--- config.mk ---
export PLATFORM = sky130hd
export DESIGN_NAME = reg_scoreboard
export DESIGN_NICKNAME = d
export VERILOG_FILES = /design/src/rtl/reg_scoreboard_pkg.sv /design/src/rtl/reg_scoreboard_sb_counter.sv /design/src/rtl/reg_scoreboard.sv
export SDC_FILE = /design/constraint.sdc
export NUM_CORES = 1
export LEC_CHECK = 0
export CORE_MARGIN = 1
export CORE_UTILIZATION = 40
export CTS_CLUSTER_DIAMETER = 40
export CTS_CLUSTER_SIZE = 30
export DETAILED_ROUTE_END_ITERATION = 6
export GPL_TIMING_DRIVEN = 0
export SLEW_MARGIN = 20
export SYNTH_ARGS = -nofsm -noshare
export SYNTH_HDL_FRONTEND = slang
export SYNTH_SLANG_ARGS = --single-unit
--- constraint.sdc ---
create_clock -name clk -period 6.5 [get_ports clk]
set_input_delay 1.3 -clock clk [delete_from_list [all_inputs] [get_ports clk]]
set_output_delay 1.3 -clock clk [all_outputs]
set_load 0.01 [all_outputs]
--- src/rtl/reg_scoreboard_pkg.sv ---
// Shared sizing constants, the source-operand request type and the hazard
// helper used by the register scoreboard.
package reg_scoreboard_pkg;

  localparam int REG_ADDR_W = 5;
  localparam int REG_NUM    = 32;
  localparam int SB_CNT_W   = 2;

  typedef struct packed {
    logic                  used;
    logic [REG_ADDR_W-1:0] addr;
  } src_req_t;

  // A pending write blocks a read unless its sole outstanding producer is
  // forwarded from EX or written through REGS in this same cycle.
  function automatic logic sb_hazard(
    input logic src_nz,
    input logic cnt_nz,
    input logic cnt_one,
    input logic ex_hit,
    input logic wb_hit,
    input logic bypass
  );
    return src_nz & cnt_nz & ~(ex_hit & cnt_one) & ~(bypass & wb_hit & cnt_one);
  endfunction

endpackage

--- src/rtl/reg_scoreboard_sb_counter.sv ---
// Per-register count of in-flight writes: up on issue, down on retire,
// saturating at the top and never wrapping below zero.
module sb_counter #(
  parameter int CNT_W = 2
) (
  input  logic             clk,
  input  logic             rst,
  input  logic             inc,
  input  logic             dec,
  input  logic             clr,
  output logic [CNT_W-1:0] cnt,
  output logic             underflow
);

  localparam logic [CNT_W-1:0] CNT_ZERO = {CNT_W{1'b0}};
  localparam logic [CNT_W-1:0] CNT_MAX  = {CNT_W{1'b1}};
  localparam logic [CNT_W-1:0] CNT_ONE  = CNT_W'(1'b1);

  logic [CNT_W-1:0] cnt_r;
  logic             dec_eff_s;

  assign dec_eff_s = dec & (cnt_r != CNT_ZERO);
  assign underflow = dec & (cnt_r == CNT_ZERO) & ~inc;
  assign cnt       = cnt_r;

  // Count register; a same-cycle issue and retire cancel out.
  always_ff @(posedge clk) begin
    if (rst) begin
      cnt_r <= CNT_ZERO;
    end else if (clr) begin
      cnt_r <= CNT_ZERO;
    end else if (inc & ~dec_eff_s & (cnt_r != CNT_MAX)) begin
      cnt_r <= cnt_r + CNT_ONE;
    end else if (dec_eff_s & ~inc) begin
      cnt_r <= cnt_r - CNT_ONE;
    end else begin
      cnt_r <= cnt_r;
    end
  end

endmodule

--- src/rtl/reg_scoreboard.sv ---
// Register write scoreboard: tracks in-flight writes from ID issue to WB
// retire and stalls ID on hazards that EX forwarding or REGS write-through
// cannot hide.
module reg_scoreboard
  import reg_scoreboard_pkg::*;
#(
  parameter int NREG      = REG_NUM,
  parameter int CNT_W     = SB_CNT_W,
  parameter bit WB_BYPASS = 1'b1
) (
  input  logic                  clk,
  input  logic                  rst,
  input  logic                  ID_vld,
  input  logic [REG_ADDR_W-1:0] ID_rs1,
  input  logic [REG_ADDR_W-1:0] ID_rs2,
  input  logic                  ID_rs1_used,
  input  logic                  ID_rs2_used,
  input  logic [REG_ADDR_W-1:0] ID_rd,
  input  logic                  ID_rd_vld,
  input  logic [REG_ADDR_W-1:0] EX_rd,
  input  logic                  EX_x_rd_vld,
  input  logic [REG_ADDR_W-1:0] WB_rd,
  input  logic                  WB_vld,
  input  logic                  PL_flush,
  output logic                  SB_stall,
  output logic                  SB_issue,
  output logic [NREG-1:0]       SB_pending,
  output logic                  SB_busy,
  output logic                  SB_err
);

  localparam logic [CNT_W-1:0]      CNT_ZERO = {CNT_W{1'b0}};
  localparam logic [CNT_W-1:0]      CNT_MAX  = {CNT_W{1'b1}};
  localparam logic [CNT_W-1:0]      CNT_ONE  = CNT_W'(1'b1);
  localparam logic [REG_ADDR_W-1:0] X0       = {REG_ADDR_W{1'b0}};

  logic [CNT_W-1:0] cnt_s [NREG];
  logic [NREG-1:0]  inc_s;
  logic [NREG-1:0]  dec_s;
  logic [NREG-1:0]  unf_s;
  logic [CNT_W-1:0] rs1_cnt_s;
  logic [CNT_W-1:0] rs2_cnt_s;
  logic [CNT_W-1:0] rd_cnt_s;
  src_req_t         rs1_s;
  src_req_t         rs2_s;
  logic             rs1_hz_s;
  logic             rs2_hz_s;
  logic             sat_s;
  logic             stall_s;
  logic             issue_s;
  logic             flush_guard_r;
  logic             err_r;

  assign rs1_s     = '{used: ID_rs1_used, addr: ID_rs1};
  assign rs2_s     = '{used: ID_rs2_used, addr: ID_rs2};
  assign rs1_cnt_s = cnt_s[rs1_s.addr];
  assign rs2_cnt_s = cnt_s[rs2_s.addr];
  assign rd_cnt_s  = cnt_s[ID_rd];

  assign rs1_hz_s = sb_hazard(rs1_s.addr != X0, rs1_cnt_s != CNT_ZERO, rs1_cnt_s == CNT_ONE,
                              EX_x_rd_vld & (EX_rd == rs1_s.addr),
                              WB_vld & (WB_rd == rs1_s.addr), WB_BYPASS);
  assign rs2_hz_s = sb_hazard(rs2_s.addr != X0, rs2_cnt_s != CNT_ZERO, rs2_cnt_s == CNT_ONE,
                              EX_x_rd_vld & (EX_rd == rs2_s.addr),
                              WB_vld & (WB_rd == rs2_s.addr), WB_BYPASS);

  // Saturated counter back-pressures a further WAW issue unless one retires now.
  assign sat_s = ID_rd_vld & (ID_rd != X0) & (rd_cnt_s == CNT_MAX) & ~(WB_vld & (WB_rd == ID_rd));

  // Stall decision, held low during reset.
  always_comb begin
    stall_s = 1'b0;
    if (rst) begin
      stall_s = 1'b0;
    end else if (ID_vld) begin
      stall_s = (rs1_s.used & rs1_hz_s) | (rs2_s.used & rs2_hz_s) | sat_s;
    end else begin
      stall_s = 1'b0;
    end
  end

  assign issue_s  = ID_vld & ~stall_s & ~PL_flush & ~rst;
  assign SB_stall = stall_s;
  assign SB_issue = issue_s;

  assign cnt_s[0]      = CNT_ZERO;
  assign inc_s[0]      = 1'b0;
  assign dec_s[0]      = 1'b0;
  assign unf_s[0]      = 1'b0;
  assign SB_pending[0] = 1'b0;

  for (genvar r = 1; r < NREG; r++) begin : g_cnt
    assign inc_s[r] = issue_s & ID_rd_vld & (ID_rd == REG_ADDR_W'(r));
    assign dec_s[r] = WB_vld & (WB_rd == REG_ADDR_W'(r));

    sb_counter #(.CNT_W(CNT_W)) u_cnt (
      .clk       (clk),
      .rst       (rst),
      .inc       (inc_s[r]),
      .dec       (dec_s[r]),
      .clr       (PL_flush),
      .cnt       (cnt_s[r]),
      .underflow (unf_s[r])
    );

    assign SB_pending[r] = (cnt_s[r] != CNT_ZERO);
  end

  assign SB_busy = |SB_pending;

  // Sticky underflow error; retires draining just past a flush are expected and masked.
  always_ff @(posedge clk) begin
    if (rst) begin
      flush_guard_r <= 1'b0;
      err_r         <= 1'b0;
    end else begin
      flush_guard_r <= PL_flush;
      if ((|unf_s) & ~flush_guard_r) begin
        err_r <= 1'b1;
      end else begin
        err_r <= err_r;
      end
    end
  end

  assign SB_err = err_r;

endmodule

==> summary.txt, run 1 <==
Run status
  – Run status: completed

Critical path
  – CP dominant cell by count: clkdlybuf4s50_1
  – Slowest cell delay on critical path: between 0.5 and 0.6 ns
  – Crit-path max FO: 10
  – Worst reg2reg startpoint: g_cnt[1].u_cnt.cnt[0]
  – Kind of critical path: in2out
  – Crit path max-delay cell type: clkdlybuf4s50_1
  – Startpoint types: input pin
  – CP Cell Sequence: clkdlybuf4s50_1 -> buf_6 -> inv_2 -> mux4_2 -> a31o_2 -> o32ai_2 -> o41ai_4 -> and3_1 -> buf_2 -> nor3b_1 -> clkdlybuf4s50_1
  – Critical path startpoint: ID_rs2[3]
  – Worst Reg-to-Reg Cells: 11
  – CP arrival: 4.61 ns
  – Critical Path Sink Type: output pin
  – Critical Path RT: 5.20 ns
  – Crit path capture: SB_stall
  – Reg2Reg Setup Slack: between 2 and 3 ns
  – Crit Reg-Reg Endpoint: SB_err

Finish
  – # fillers: between 1500 and 2000
  – Antenna fix cells: 0
  – Most frequent cells in the layout: 89 x nor2_1, 76 x a21oi_1, 75 x nand2_1, 64 x dfxtp_1, 55 x clkdlybuf4s50_1
  – Layout area overhead: 16.7%
  – FF/Latch Area: about 1300 um^2
  – Most common cell after layout, fill and taps aside: nor2_1
  – Area occupied by multi-input gates: 4990 um^2
  – Fraction of layout cells with a size suffix above 1: 13.2%
  – Layout Nets: 991

STA
  – Setup_tns: 0 ns
  – Slew Viols, Final: 0
  – Unrepaired setup endpoints after global routing: no
  – Crit path time final: roughly 6 ns
  – Hold Fails Final Rpt: 0
  – Slew @ Worst Pin: 1.01 ns
  – Worst slew margin: 32.5%
  – Period utilisation layout: 91.0%
  – Final setup vio count: 0
  – Worst Skew: around 0.011 ns
  – FMAX: 0.169 GHz

Power and ir drop
  – Leak pwr: 2.67 nW
  – Switching pwr: 317 uW
  – Logic gate share of total power: between 10% and 20%
  – Clk network pwr share: 45.8%
  – Pwr Density: between 100 and 150 nW/um^2
  – Sw Ratio: 29.4%
  – VDD IR max: between 0.08 and 0.09 mV
  – Reg power frac: 36.6%
  – Int Power: 760 uW
  – Total power: approximately 1.1 mW

Yosys
  – Synth Instances: just under 900
  – Post-synth EDFFs: 0
  – Mean post-synth cell area: ~7.5 um^2
  – Yosys cell types: 74
  – Post-synth ARST share: 0%
  – Sequential fraction of the synthesis area: between 10% and 20%
  – Most used DFF post-synth: dfxtp_1
  – Yosys reg bits: 64
  – Net count after synthesis: slightly above 900
  – Mapped Area: 6680 um^2
  – Ys Warns: 0

Routing
  – Routed vias: 7457
  – Routed wire length per instance: 22.9 um
  – DRC viols: 0
  – DR vias/cell: about 6.3
  – First-pass iteration count of the detailed router: 5
  – Total Wirelength: ~27 mm
  – ANT nets after route: 0
  – Iter 0 DRT Violations: 761

GRT
  – Vias in the first global route: 6853
  – Antenna violations before repair: 0
  – GRT Overall Usage: 31.2%
  – Congestion Overflow GR: 0
  – First-pass GRT wire length: 40.8 mm
  – Largest net degree at the start of global routing: 11

Clocking
  – Htree depth: 3
  – CTS resizes: 0
  – Worst skew pair latency: 0.35 ns
  – CTS sink count: 64
  – Clk slew on worst S/H paths: 0.06 ns
  – Total setup buffers inserted after CTS: 0
  – CTS tree: done
  – Root buffer selected by CTS: clkbuf_16
  – Clock buffer depth: 2
  – CTS Buf Count: 9
  – Hold Buf Count CTS: 0

Worst hold path
  – Tightest Hold Check Type: reg2reg

Place
  – HPWL Detailed: 20.4 mm
  – RePlAce Congestion: 0.940
  – Port bufs: 55

Run
  – Maxcap violations: 0

Floorplan
  – Die area: 17200 um^2
  – Row count: 46
  – Die Y: approximately 130 um
  – Chip Width: 131 um
  – Initial Util: 41.4%
  – Core box area: 16100 um^2
  – Boundary pin count: 70
[worst max-delay path: cells and delay by family]
kind | cells | cell delay, ns
buffers and inverters | 5 | 1.65
AOI/OAI and AO/OA | 3 | 0.72
muxes | 1 | 0.50
and+or+nand+nor | 2 | 0.43
[worst min-delay path by stage]
stage / end / depth (start not counted) / start / slack [ns]
3_5_place_dp: SB_err / 2 / flush_guard_r / 0.52
6_report: SB_err / 2 / flush_guard_r / 0.53
4_1_cts: SB_err / 2 / flush_guard_r / 0.53
3_3_place_gp: SB_err / 2 / flush_guard_r / 0.51
5_1_grt: SB_err / 2 / flush_guard_r / 0.55
2_1_floorplan: g_cnt[21].u_cnt.cnt[1] / 2 / g_cnt[21].u_cnt.cnt[1] / 0.49
[cells in the mapped netlist (all sizes together) (16+ instances only)]
cell type / count / share of area [%]
xor2: 16 / 2.1
nor2: 89 / 5.0
or2: 43 / 4.0
buf: 26 / 2.5
nand2b: 22 / 2.1
dfxtp: 64 / 19
a21oi: 76 / 5.7
mux2i: 45 / 6.7
xnor2: 21 / 2.8
clkbuf: 42 / 2.4
o21ai: 57 / 4.3
inv: 21 / 1.2
or3: 24 / 2.2
nand3: 30 / 2.2
mux4: 26 / 8.8
nor3: 36 / 2.8
nand2: 75 / 4.2
[power by group through the flow]
stage | Sequential (mW) | Combinational (mW) | Clock (mW)
floorplan | 0.403 | 0.120 | 0
global placement | 0.403 | 0.184 | 0
detailed placement | 0.403 | 0.183 | 0
CTS | 0.395 | 0.184 | 0.498
global route | 0.395 | 0.200 | 0.515
finish | 0.395 | 0.189 | 0.494
[layer usage]
metal	vias up	routed length (um)	track usage (%)
li1	3430	-	-
met1	3503	11600	43.1
met5	-	0	0
met2	445	11600	46.6
met3	79	2720	6.06
met4	0	997	13.9
[through the flow]
stage / hold slack, ns / instances / setup WS (ns) / cell area (um^2) / utilization [%]
6_report: 0.532 / 1177 / 0.586 / 7790 / 48.3
5_1_grt: 0.545 / 1177 / 0.362 / 7790 / 48.3
4_1_cts: 0.527 / 1177 / 0.605 / 7790 / 48.3
3_5_place_dp: 0.515 / 1162 / 0.634 / 7500 / 46.5
3_3_place_gp: 0.505 / 1162 / 0.566 / 7500 / 46.5
2_1_floorplan: 0.485 / 891 / 1.89 / 6680 / -
[area by class of cell]
type                    instances  share of cell area [%]
multi-input cells             738                    64.0
flip-flops and latches         64                    16.4
repair buffers                 55                    7.07
plain buffers                  68                    4.21
clock buffers                  13                    3.60
well taps                     216                    3.47
inverters                      21                    1.01
clock inverters                 2                   0.161
[kinds of logic (layout without fill, tap and decap cells)]
family	Yosys count	after routing	synth area share (%)
other	1	1	0.0562
and+or+nand+nor	393	393	30.5
DFF	64	64	19.2
buffers and inverters	89	159	6.09
AOI/OAI and AO/OA	224	224	21.7
xor gates and xnor gates	37	37	4.85
muxes	83	83	17.6
[registers in the layout, summed over array words and instances (netlist names)]
| register | cells |
|---|---|
| g_cnt.u_cnt.cnt | 62 |
| SB_err | 1 |
| flush_guard_r | 1 |
Note: power is estimated with default switching activity, not from simulation.
==> run 2: changes to the inputs <==
CORE_UTILIZATION = 55   (was 40)
PLACE_DENSITY = 0.78   (was default)
==> summary.txt, run 2 (synthesis gave the netlist of run 1 again) <==
STA
  – Period utilisation layout: 92.0% (+0.98 points)
  – Hold Fails Final Rpt: 0 (unchanged)
  – FMAX: 0.167 GHz (-1.1%)
  – Slew Viols, Final: 0 (unchanged)
  – Worst slew margin: 27.9% (-4.6 points)
  – Final setup margin: 0.522 ns (-0.0638 ns)
  – Worst Skew: 0.00827 ns (-0.00313 ns)
  – Setup_tns: 0 ns (unchanged)
  – Final setup vio count: 0 (unchanged)
  – Slew @ Worst Pin: 1.08 ns (+0.0693 ns)
  – Unrepaired setup endpoints after global routing: no
  – Crit path time final: 5.98 ns (+0.0638 ns)

Worst hold path
  – Worst Hold Path EP: SB_err
  – Hold path cells: 2 (unchanged)
  – Tightest Hold Check Type: reg2reg
  – Hold_sp: flush_guard_r

GRT
  – Congestion Overflow GR: 0 (unchanged)
  – First-pass GRT wire length: 38.6 mm (-5.4%)
  – Antenna violations before repair: 0 (unchanged)
  – GRT Overall Usage: 40.6% (+9.5 points)
  – Vias in the first global route: 6982 (+1.9%)
  – Largest net degree at the start of global routing: 12 (+1)

Power and ir drop
  – VDD IR max: 0.0964 mV (+8.3%)
  – Int Power: 770 uW (+1.3%)
  – Clk network pwr share: 46.5% (+0.7 points)
  – Reg power frac: 36.3% (-0.3 points)
  – Logic gate share of total power: 17.2% (-0.3 points)
  – Leak pwr: 2.67 nW (about the same)
  – Pwr Density: 141 nW/um^2 (+1.9%)
  – Switching pwr: 316 uW (-0.30%)
  – Sw Ratio: 29.1% (-0.32 points)

Routing
  – Iter 0 DRT Violations: 1056 (+39%)
  – Routed wire length per instance: 23.2 um (+1.3%)
  – Total Wirelength: 25.6 mm (-4.9%)
  – First-pass iteration count of the detailed router: 7 (+2)
  – Routed vias: 7596 (+1.9%)
  – DRC viols: 20 (+20)
  – DR vias/cell: 6.87 (+8.5%)
  – ANT nets after route: 0 (unchanged)

Critical path
  – Slowest cell delay on critical path: 0.58 ns (about the same)
  – CP dominant cell by count: clkdlybuf4s50_1
  – Worst reg2reg startpoint: g_cnt[1].u_cnt.cnt[0]
  – CP arrival: 4.68 ns (+0.07 ns)
  – Critical Path RT: 5.20 ns (about the same)
  – Critical path startpoint: ID_rs2[3]
  – Critical Path Sink Type: output pin
  – Worst Reg-to-Reg Cells: 11 (unchanged)
  – CP Cell Sequence: clkdlybuf4s50_1 -> buf_6 -> inv_2 -> mux4_2 -> a31o_2 -> o32ai_2 -> o41ai_4 -> and3_1 -> buf_2 -> nor3b_1 -> clkdlybuf4s50_1
  – Reg2Reg Setup Slack: 2.52 ns (-0.02 ns)
  – Crit Reg-Reg Endpoint: SB_err
  – Crit path max-delay cell type: clkdlybuf4s50_1
  – Crit-path max FO: 10 (unchanged)
  – Kind of critical path: in2out
  – Startpoint types: input pin

Run status
  – Failing checks: design-rule violations
  – Run status: finished with violations

Finish
  – Antenna fix cells: 0 (unchanged)
  – Final Non-Filler Cells: 1105 (-6.1%)
  – Layout Nets: 991 (unchanged)
  – # fillers: 1026 (-37%)
  – Area occupied by multi-input gates: 4990 um^2 (unchanged)
  – Most frequent cells in the layout: 89 x nor2_1, 76 x a21oi_1, 75 x nand2_1, 64 x dfxtp_1, 55 x clkdlybuf4s50_1
  – Max reg flops: 62 (unchanged)
  – Most common cell after layout, fill and taps aside: nor2_1
  – Fraction of layout cells with a size suffix above 1: 13.2% (-0.014 points)
  – FF/Latch Area: 1280 um^2 (unchanged)
  – Layout area overhead: 15.4%
  – Finished Cell Area: 7700 um^2 (-1.1%)
  – Final Core Density: 66.3% (+18 points)

Floorplan
  – Die Y: 112 um (-14%)
  – Die area: 12600 um^2 (-27%)
  – Row count: 39 (-15%)
  – Boundary pin count: 70 (unchanged)
  – Initial Util: 57.5% (+16 points)
  – Core box area: 11600 um^2 (-28%)
  – Chip Width: 112 um (-14%)

Clocking
  – Hold Buf Count CTS: 0 (unchanged)
  – CTS resizes: 0 (unchanged)
  – Root buffer selected by CTS: clkbuf_16
  – Total setup buffers inserted after CTS: 0 (unchanged)
  – Clk slew on worst S/H paths: 0.06 ns (about the same)
  – CTS Buf Count: 9 (unchanged)
  – Clock buffer depth: 2 (unchanged)
  – Worst skew pair latency: 0.35 ns (about the same)
  – CTS sink count: 64 (unchanged)
  – CTS tree: done
  – Htree depth: 3 (unchanged)

Place
  – RePlAce Congestion: 1.02 (+8.2%)
  – HPWL Detailed: 19.2 mm (-5.7%)
  – Port bufs: 55 (unchanged)
  – Cell Area, Placed: 7400 um^2 (-1.2%)
  – Pre-CTS WS: 0.632 ns (-0.00241 ns)
  – Placed cells: 1089 (-6.3%)

Run
  – Maxcap violations: 0 (unchanged)
[run 2: cell count changes in the layout (fill, tap and decap cells not counted)]
| cell | before | now |
|---|---|---|
| clkinv_4 | 0 | 1 |
| bufinv_16 | 0 | 1 |
| clkinv_2 | 1 | 2 |
| clkbuf_8 | 4 | 1 |
| clkbuf_1 | 42 | 43 |
[run 2: stage by stage]
step | total power, mW | hold slack [ns]
after floorplan | 0.523 | 0.485
after global placement | 0.583 | 0.502
after detailed placement | 0.583 | 0.508
after CTS | 1.08 | 0.517
after global routing | 1.11 | 0.530
final | 1.09 | 0.517
[run 2: worst max-delay path: cells and delay by family]
kind                   cells  cell delay, ns
multiplexers               1            0.51
buffers and inverters      5            1.68
AND/OR/NAND/NOR            2            0.43
AO/OA/AOI/OAI              3            0.75
[run 2: final cells by class]
type	count	share of cell area [%]
multi-input combinational	738	64.7
sequential	64	16.6
timing repair buffer	55	7.15
buffer	68	4.26
clock buffer	11	3.15
tap	143	2.32
inverter	21	1.02
clock inverter	5	0.731
[run 2: how the worst max path moves through the flow]
| stage | depth (start not counted) | to |
|---|---|---|
| 4_1_cts | 11 | SB_stall |
| 5_1_grt | 11 | SB_stall |
| 3_3_place_gp | 11 | SB_stall |
| 3_5_place_dp | 11 | SB_stall |
| 2_1_floorplan | 9 | SB_stall |
| 6_report | 11 | SB_stall |
[run 2: power by group through the flow]
stage	Combinational, mW	Sequential, mW	Clock, mW
after detailed placement	0.180	0.403	0
after global routing	0.196	0.395	0.519
final	0.187	0.395	0.505
after global placement	0.179	0.403	0
after CTS	0.181	0.395	0.501
after floorplan	0.120	0.403	0
[run 2: layer usage]
| metal | track usage (%) | wire length [um] | up-vias |
|---|---|---|---|
| met4 | 19.6 | 1330 | 0 |
| li1 | - | - | 3424 |
| met1 | 54.1 | 9730 | 3500 |
| met2 | 62.0 | 10900 | 556 |
| met5 | 0 | 0 | - |
| met3 | 9.72 | 3720 | 116 |
==> run 3: changes to the inputs <==
CELL_PAD_IN_SITES_DETAIL_PLACEMENT = 0   (was default)
CELL_PAD_IN_SITES_GLOBAL_PLACEMENT = 1   (was default)
CORE_UTILIZATION = 46   (was 55)
PLACE_DENSITY = 0.87   (was 0.78)
SKIP_CTS_REPAIR_TIMING = 1   (was default)
==> summary.txt, run 3 (synthesis gave the netlist of run 1 again) <==
Critical path
  – Crit-path max FO: 10 (unchanged)
  – Startpoint types: input pin
  – Kind of critical path: in2out
  – Worst Reg-to-Reg Cells: 11 (unchanged)
  – Critical Path Sink Type: output pin
  – Worst reg2reg startpoint: g_cnt[1].u_cnt.cnt[0]
  – Critical Path RT: 5.20 ns (about the same)
  – Reg2Reg Setup Slack: 2.64 ns (+0.12 ns)
  – CP arrival: 4.80 ns (+0.12 ns)
  – Critical path startpoint: ID_rs2[3]
  – Crit Reg-Reg Endpoint: SB_err

Finish
  – # fillers: 1398 (+36%)
  – Final Core Density: 55.2% (-11 points)
  – Max reg flops: 62 (unchanged)
  – Fraction of layout cells with a size suffix above 1: 13.1% (-0.10 points)
  – Layout area overhead: 16.1%
  – Most common cell after layout, fill and taps aside: nor2_1
  – Antenna fix cells: 0 (unchanged)
  – FF/Latch Area: 1280 um^2 (unchanged)
  – Finished Cell Area: 7750 um^2 (+0.62%)
  – Most frequent cells in the layout: 89 x nor2_1, 76 x a21oi_1, 75 x nand2_1, 64 x dfxtp_1, 55 x clkdlybuf4s50_1
  – Layout Nets: 991 (unchanged)
  – Area occupied by multi-input gates: 4990 um^2 (unchanged)

Worst hold path
  – Tightest Hold Check Type: reg2reg
  – Hold path cells: 2 (unchanged)
  – Hold_sp: g_cnt[8].u_cnt.cnt[0]
  – Worst Hold Path EP: g_cnt[8].u_cnt.cnt[0]

Clocking
  – Root buffer selected by CTS: clkbuf_16
  – CTS sink count: 64 (unchanged)
  – CTS tree: done
  – Htree depth: 3 (unchanged)
  – Clock buffer depth: 2 (unchanged)
  – Worst skew pair latency: 0.35 ns (about the same)
  – CTS Buf Count: 9 (unchanged)
  – Clk slew on worst S/H paths: 0.05 ns (about the same)

STA
  – FMAX: 0.164 GHz (-2.0%)
  – Unrepaired setup endpoints after global routing: no
  – Slew Viols, Final: 0 (unchanged)
  – Crit path time final: 6.10 ns (+0.121 ns)
  – Slew @ Worst Pin: 1.14 ns (+0.0619 ns)
  – Final setup vio count: 0 (unchanged)
  – Worst slew margin: 23.7% (-4.1 points)
  – Worst Skew: 0.0101 ns (+0.00182 ns)
  – Period utilisation layout: 93.8% (+1.9 points)
  – Final setup margin: 0.402 ns (-0.121 ns)
  – Setup_tns: 0 ns (unchanged)
  – Hold Fails Final Rpt: 0 (unchanged)

Run
  – Maxcap violations: 0 (unchanged)

Power and ir drop
  – VDD IR max: 0.108 mV (+12%)
  – Pwr Density: 141 nW/um^2 (-0.22%)
  – Leak pwr: 2.68 nW (+0.15%)

Floorplan
  – Die area: 15000 um^2 (+19%)
  – Boundary pin count: 70 (unchanged)
  – Row count: 43 (+10%)
  – Initial Util: 47.5% (-9.9 points)
  – Core box area: 14000 um^2 (+21%)
  – Chip Width: 122 um (+9.2%)
  – Die Y: 122 um (+9.2%)

GRT
  – Vias in the first global route: 6747 (-3.4%)
  – Antenna violations before repair: 0 (unchanged)
  – GRT Overall Usage: 35.9% (-4.7 points)
  – First-pass GRT wire length: 39.2 mm (+1.6%)
  – Congestion Overflow GR: 0 (unchanged)
  – Largest net degree at the start of global routing: 11 (-1)

Routing
  – DR vias/cell: 6.56 (-4.5%)
  – Routed wire length per instance: 23.1 um (-0.26%)
  – ANT nets after route: 0 (unchanged)
  – DRC viols: 0 (-100%)
  – Iter 0 DRT Violations: 911 (-14%)
  – Routed vias: 7495 (-1.3%)
  – First-pass iteration count of the detailed router: 6 (-1)
  – Total Wirelength: 26.4 mm (+3.1%)

Place
  – Pre-CTS WS: 0.414 ns (-0.218 ns)
  – Port bufs: 55 (unchanged)
  – HPWL Detailed: 20.2 mm (+4.9%)
  – Cell Area, Placed: 7450 um^2 (+0.63%)
  – RePlAce Congestion: 0.994 (-2.3%)

Run status
  – Run status: completed
==> run 3: changes by cell type in the layout (fill, tap and decap cells not counted) <==
cell        before  now
clkbuf_1        43   44
clkinvlp_4       1    0
clkbuf_8         1    2
clkinv_4         1    0
==> run 3: metrics by stage <==
step	std cells	hold slack, ns	total power, mW
after floorplan	891	0.485	0.523
after global placement	1126	0.531	0.585
after detailed placement	1126	0.539	0.586
after CTS	1142	0.544	1.09
after global routing	1142	0.582	1.12
final	1142	0.551	1.09
==> run 3: worst max-delay path by stage <==
stage / to / slack (ns) / depth (start not counted)
floorplan: SB_stall / 1.89 / 9
finish: SB_stall / 0.40 / 11
CTS: SB_stall / 0.39 / 11
global route: SB_stall / 0.29 / 11
detailed placement: SB_stall / 0.41 / 11
global placement: SB_stall / 0.44 / 11
==> run 3: cell type report <==
cell class                      count  share of cell area, %
Buffer                             68                   4.23
Clock buffer                       13                   3.36
Clock inverter                      3                  0.517
Inverter                           21                   1.02
Multi-Input combinational cell    738                   64.3
Sequential cell                    64                   16.5
Tap cell                          180                   2.91
Timing Repair Buffer               55                   7.10
==> run 3: critical path, cell delays in order <==
cell,delay [ns]
clkdlybuf4s50_1,0.55
buf_6,0.23
inv_2,0.15
mux4_2,0.51
a31o_2,0.26
o32ai_2,0.22
o41ai_4,0.24
and3_1,0.23
buf_2,0.16
nor3b_1,0.32
clkdlybuf4s50_1,0.61
==> run 3: per-layer routing <==
metal  GRT usage (%)  up-vias  wire length, um
met2            55.0      442            11400
met5               0        -                0
met1            48.5     3553            11000
met4            15.5        0              978
met3            7.57       74             3030
li1                -     3426                -
==> run 3: power by group <==
group          internal [mW]  switching (mW)
registers              0.394         0.00138
logic                 0.0694           0.118
clock network          0.317           0.191
